===== config.mk =====
export PLATFORM = sky130hd
export DESIGN_NAME = instr_fetch_unit
export DESIGN_NICKNAME = d
export VERILOG_FILES = /design/src/rtl/instr_fetch_unit.sv
export SDC_FILE = /design/constraint.sdc
export NUM_CORES = 1
export LEC_CHECK = 0
export ABC_AREA = 1
export BUFFER_PORTS_ARGS = -buffer_cell sky130_fd_sc_hd__buf_2
export CELL_PAD_IN_SITES_DETAIL_PLACEMENT = 1
export CELL_PAD_IN_SITES_GLOBAL_PLACEMENT = 2
export CORE_MARGIN = 1
export CORE_UTILIZATION = 24
export CTS_CLUSTER_DIAMETER = 100
export DETAILED_ROUTE_END_ITERATION = 8
export PLACE_DENSITY = 0.8
export RECOVER_POWER = 25
export SYNTH_ARGS = -nofsm -noshare
export SYNTH_HDL_FRONTEND = slang
export SYNTH_SLANG_ARGS = --single-unit

===== constraint.sdc =====
create_clock -name clk -period 2.31 [get_ports clk]
set_clock_uncertainty 0.2 [all_clocks]
set_input_delay 0.1155 -clock clk [delete_from_list [all_inputs] [get_ports clk]]
set_output_delay 0.1155 -clock clk [all_outputs]
set_load 0.1 [all_outputs]

===== src/rtl/instr_fetch_unit.sv =====
// Instruction fetch stage: owns the PC, runs the imem request/ready handshake,
// holds the fetched instruction for the core and redirects the PC on commit.
module instr_fetch_unit #(
    parameter int               XLEN     = 32,
    parameter logic [XLEN-1:0]  RESET_PC = '0
) (
    input  logic            clk,
    input  logic            rst,
    output logic            imem_req,
    output logic [XLEN-1:0] imem_addr,
    input  logic            imem_ready,
    input  logic [31:0]     imem_rdata,
    input  logic            commit,
    input  logic [1:0]      pc_sel,
    input  logic [XLEN-1:0] br_target,
    input  logic [XLEN-1:0] jalr_target,
    output logic            instr_valid,
    output logic [31:0]     instr,
    output logic [6:0]      op,
    output logic [2:0]      f3,
    output logic [XLEN-1:0] pc,
    output logic [XLEN-1:0] pc_plus4,
    output logic            fetch_fault,
    output logic [31:0]     retired
);

    // state   | meaning
    // S_IDLE  | one cycle after reset before the first fetch
    // S_FETCH | imem_req high at pc, waiting for imem_ready
    // S_HOLD  | instruction latched and presented, waiting for commit
    // S_FAULT | misaligned redirect seen; frozen until reset
    typedef enum logic [1:0] {
        S_IDLE  = 2'd0,
        S_FETCH = 2'd1,
        S_HOLD  = 2'd2,
        S_FAULT = 2'd3
    } state_t;

    state_t          r_state;
    logic [XLEN-1:0] r_pc;
    logic [31:0]     r_instr;
    logic [31:0]     r_retired;
    logic            r_fault;
    logic            r_req;
    logic            r_valid;

    logic [XLEN-1:0] w_pc_plus4;
    logic [XLEN-1:0] w_jalr_even;
    logic [XLEN-1:0] w_next_pc;
    logic            w_misaligned;

    assign w_pc_plus4  = r_pc + XLEN'(4);
    assign w_jalr_even = jalr_target & {{(XLEN-1){1'b1}}, 1'b0};

    // Reserved select 2'b11 falls back to the sequential PC.
    always_comb begin
        w_next_pc = w_pc_plus4;
        case (pc_sel)
            2'b01:   w_next_pc = br_target;
            2'b10:   w_next_pc = w_jalr_even;
            default: w_next_pc = w_pc_plus4;
        endcase
    end

    assign w_misaligned = |w_next_pc[1:0];

    always_ff @(posedge clk) begin
        if (rst) begin
            r_state   <= S_IDLE;
            r_pc      <= RESET_PC;
            r_instr   <= '0;
            r_retired <= '0;
            r_fault   <= 1'b0;
            r_req     <= 1'b0;
            r_valid   <= 1'b0;
        end else begin
            case (r_state)
                S_IDLE: begin
                    r_state <= S_FETCH;
                    r_req   <= 1'b1;
                end
                S_FETCH: begin
                    if (imem_ready) begin
                        r_instr <= imem_rdata;
                        r_state <= S_HOLD;
                        r_req   <= 1'b0;
                        r_valid <= 1'b1;
                    end
                end
                S_HOLD: begin
                    if (commit) begin
                        r_retired <= r_retired + 32'd1;
                        r_valid   <= 1'b0;
                        // A misaligned target still retires the held instruction.
                        if (w_misaligned) begin
                            r_fault <= 1'b1;
                            r_state <= S_FAULT;
                        end else begin
                            r_pc    <= w_next_pc;
                            r_req   <= 1'b1;
                            r_state <= S_FETCH;
                        end
                    end
                end
                S_FAULT: begin
                    r_state <= S_FAULT;
                end
                default: begin
                    r_state <= S_IDLE;
                end
            endcase
        end
    end

    assign imem_req    = r_req;
    assign imem_addr   = r_pc;
    assign instr_valid = r_valid;
    assign instr       = r_instr;
    assign op          = r_instr[6:0];
    assign f3          = r_instr[14:12];
    assign pc          = r_pc;
    assign pc_plus4    = w_pc_plus4;
    assign fetch_fault = r_fault;
    assign retired     = r_retired;

endmodule


==> metrics.csv <==
stage,metric,value,unit
clocking,clk_path_buf_depth,2,
power_and_ir_drop,swShare,41.4,%
power_and_ir_drop,switching_power,2.07,mW
global_route,antenna_found_initial,2,
place,dp.cells,1434,
synthesis,ys_warn_count,0,
hold_path,hold_class,primary input to flop,
finish,final_util,37.9,%
synthesis,synth_edf_count,0,
floorplan,row_count,57,
finish,fill_cells,3083,
clocking,clock-sinks,101,
route,routed_wl,23.9,mm
power_and_ir_drop,vdd_drop_max,0.000332,V
timing,period_share,97.3,%
synthesis,synth_xor_area_share,3.78,%
floorplan,dieArea,25800,sq um
timing,setup_violations,0,
global_route,grt_pass1_vias,6902,
worst_setup_path,cp.required,1.99,ns
worst_setup_path,crit_start,imem_addr[2]$_SDFFE_PP0P_,
worst_setup_path,endpoint_kind,output pin,
timing,rsz0062_at_grt,yes,
global_route,gr-total-overflow,0,
finish,insertedDiodeCount,0,
clocking,cts_buffers,9,
floorplan,pin_count,275,
timing,tightest_slew,1.22,ns
timing,slew_violations,0,
power_and_ir_drop,p_int,2.94,mW
synthesis,synth_compound_area_share,19.1,%
global_route,track_usage,18.3,%
power_and_ir_drop,cellPowerDensity,542,nW/um^2
clocking,clkTransAtPathRegs,0.08,ns
worst_setup_path,crit_end,pc_plus4[30],
synthesis,synthAdderAreaFrac,0.830,%
finish,stdcell_area,9260,sq um
outcome,status,completed,
synthesis,syn-num-nets,1009,
power_and_ir_drop,p_clk_share,30.8,%
synthesis,ys_ff_latch,101,
floorplan,start_util,24.6,%
timing,hold_viol,0,
job,cap_violations,0,
power_and_ir_drop,power,5.02,mW
synthesis,synth_cells,903,
route,ant_nets,0,
worst_setup_path,cp.arrival,1.93,ns
finish,layout_common_cells,"nand2_1, buf_2, a21oi_1",
clocking,htree_num_levels,3,
power_and_ir_drop,seqPwrFrac,37.4,%
power_and_ir_drop,power_leakage,3.92,nW
route,viasPerCell,4.45,
synthesis,synthFlopType,dfxtp_1,
synthesis,async_reset_ff_share,0,%
timing,fmax,445,MHz
clocking,cts_root_buf,clkbuf_16,
timing,max_slew_margin,19.2,%
worst_setup_path,rr_endpoint,imem_addr[26]$_SDFFE_PP0P_,
worst_setup_path,ff2ff_setup_slack,0.18,ns
finish,final_common_cell,nand2_1,
synthesis,ys_seq_area_share,33.5,%
floorplan,fp.dieH,160,um
route,drtIter0Drc,284,
power_and_ir_drop,power_frac_comb,31.8,%
global_route,grt_first_pass_wirelength,37.3,mm
synthesis,synth_top_family_by_area,simple AND/OR/NAND/NOR gates,
timing,period_needed,2.25,ns
place,placed_area,8090,sq um
finish,syn_to_final_growth,53.6,%
clocking,clk_latency,0.35,ns
place,dp_hpwl,17.4,mm
worst_setup_path,critPathMaxFanout,4,
worst_setup_path,start_kind,flop,
finish,final_layout_size_suffix_gt1_share,30.6,%
synthesis,synthMuxAreaShare,0,%
route,dr.pass1.iters,4,
synthesis,yosys.area_share.simple,29.2,%
worst_setup_path,r2r-start,imem_addr[2]$_SDFFE_PP0P_,
clocking,cts_tree,yes,
synthesis,syn_area,6030,sq um
route,vias,6854,
worst_setup_path,worstRegToRegCells,14,
synthesis,synth_cell_types,34,
route,remaining_drc_errors,0,
floorplan,core,24500,sq um
floorplan,die_x,160,um
finish,fin_cells,1539,
synthesis,syn_avg_cell_area,6.68,sq um
place,port_buffers,273,
place,gp_congestion,0.772,
route,wl_per_cell,15.5,um
global_route,grt_max_degree,80,
finish,nets,1316,
worst_setup_path,worstSetupPathType,flop to output pin,
cell usage after synthesis (12+ instances only):
master    number  area share, %
nand2_1      216             13
a21oi_1      107            8.9
dfxtp_1      101             34
nor2_1        96            6.0
inv_1         87            5.4
o21ai_0       68            5.6
buf_4         44            5.5
nand3_1       33            2.7
clkbuf_1      27            1.7
a22o_1        24            3.5
nor2_2        15            1.6
xor2_1        12            1.7
how the worst min path moves through the flow:
stage / from / endpoint / slack [ns] / cells after the start
after CTS: br_target[14] / imem_addr[14]$_SDFFE_PP0P_ / 0.0007 / 4
after floorplan: rst / retired[11]$_SDFFE_PP0P_ / -0.006 / 1
after detailed placement: imem_rdata[13] / instr[13]$_SDFFE_PP0P_ / 0.20 / 3
final: br_target[14] / imem_addr[14]$_SDFFE_PP0P_ / 0.009 / 4
after global routing: br_target[26] / imem_addr[26]$_SDFFE_PP0P_ / 0.01 / 4
after global placement: imem_rdata[21] / instr[21]$_SDFFE_PP0P_ / 0.19 / 3
logic make-up after synthesis:
kind of cell / count (synthesis)
simple gates: 399
compound gates: 208
xor+xnor: 20
flops: 101
buf+inv: 171
fa+ha+maj: 4
routing by layer:
layer,GRT usage [%],share of wire [%],wire (um)
met5,0,0.10,25
met4,4.03,1.1,265
met3,2.87,4.2,994
met2,32.0,48,11500
met1,23.5,46,11100
critical path, cell delays in order, from the launching register on:
cell	delay, ns
dfxtp_4	0.39
ha_4	0.15
nand2_4	0.05
nor2_4	0.13
nand2_4	0.11
buf_4	0.16
nor2_4	0.15
nand3_1	0.15
nand2_4	0.11
buf_12	0.17
per-stage QoR:
stage | worst slack (ns) | hold WS, ns | setup TNS, ns
final | 0.0628 | 0.00866 | 0
after CTS | 0.00547 | 0.000731 | 0
after global routing | -0.0470 | 0.0136 | -0.220
after floorplan | -0.432 | -0.00603 | -5.41
after detailed placement | 0.185 | 0.201 | 0
after global placement | 0.195 | 0.191 | 0
what timing repair did:
action | 4_1_cts | 5_1_grt
buffers inserted | 9 | 10
hold endpoints to repair | 52 | 0
pin swaps | 8 | 12
resized for setup | 10 | 16
hold buffers | 70 | 0
endpoints found under the setup margin | 14 | 13
sequential cells by signal, summed over array words and instances (netlist names):
| register | flops |
|---|---|
| fetch_fault | 1 |
| imem_addr | 32 |
| imem_req | 1 |
| instr | 32 |
| instr_valid | 1 |
| r_state | 2 |
| retired | 32 |
power by group through the flow:
stage          sequential [mW]  combinational, mW  clock, mW
6_report                  1.88               1.60       1.54
5_1_grt                   1.89               1.67       1.70
4_1_cts                   1.88               1.62       1.64
3_5_place_dp              1.92               1.51          0
3_3_place_gp              1.92               1.50          0
2_1_floorplan             2.40              0.692          0
layout make-up:
class                      count  area (sq um)  area share (%)
multi-input combinational    631          3480            37.5
timing repair buffer         376          2630            28.4
sequential                   101          2100            22.6
tap                          324           405            4.38
inverter                      91           360            3.89
clock buffer                   9           225            2.43
clock inverter                 7          67.6           0.730
Power figures use the tool's default switching activity.
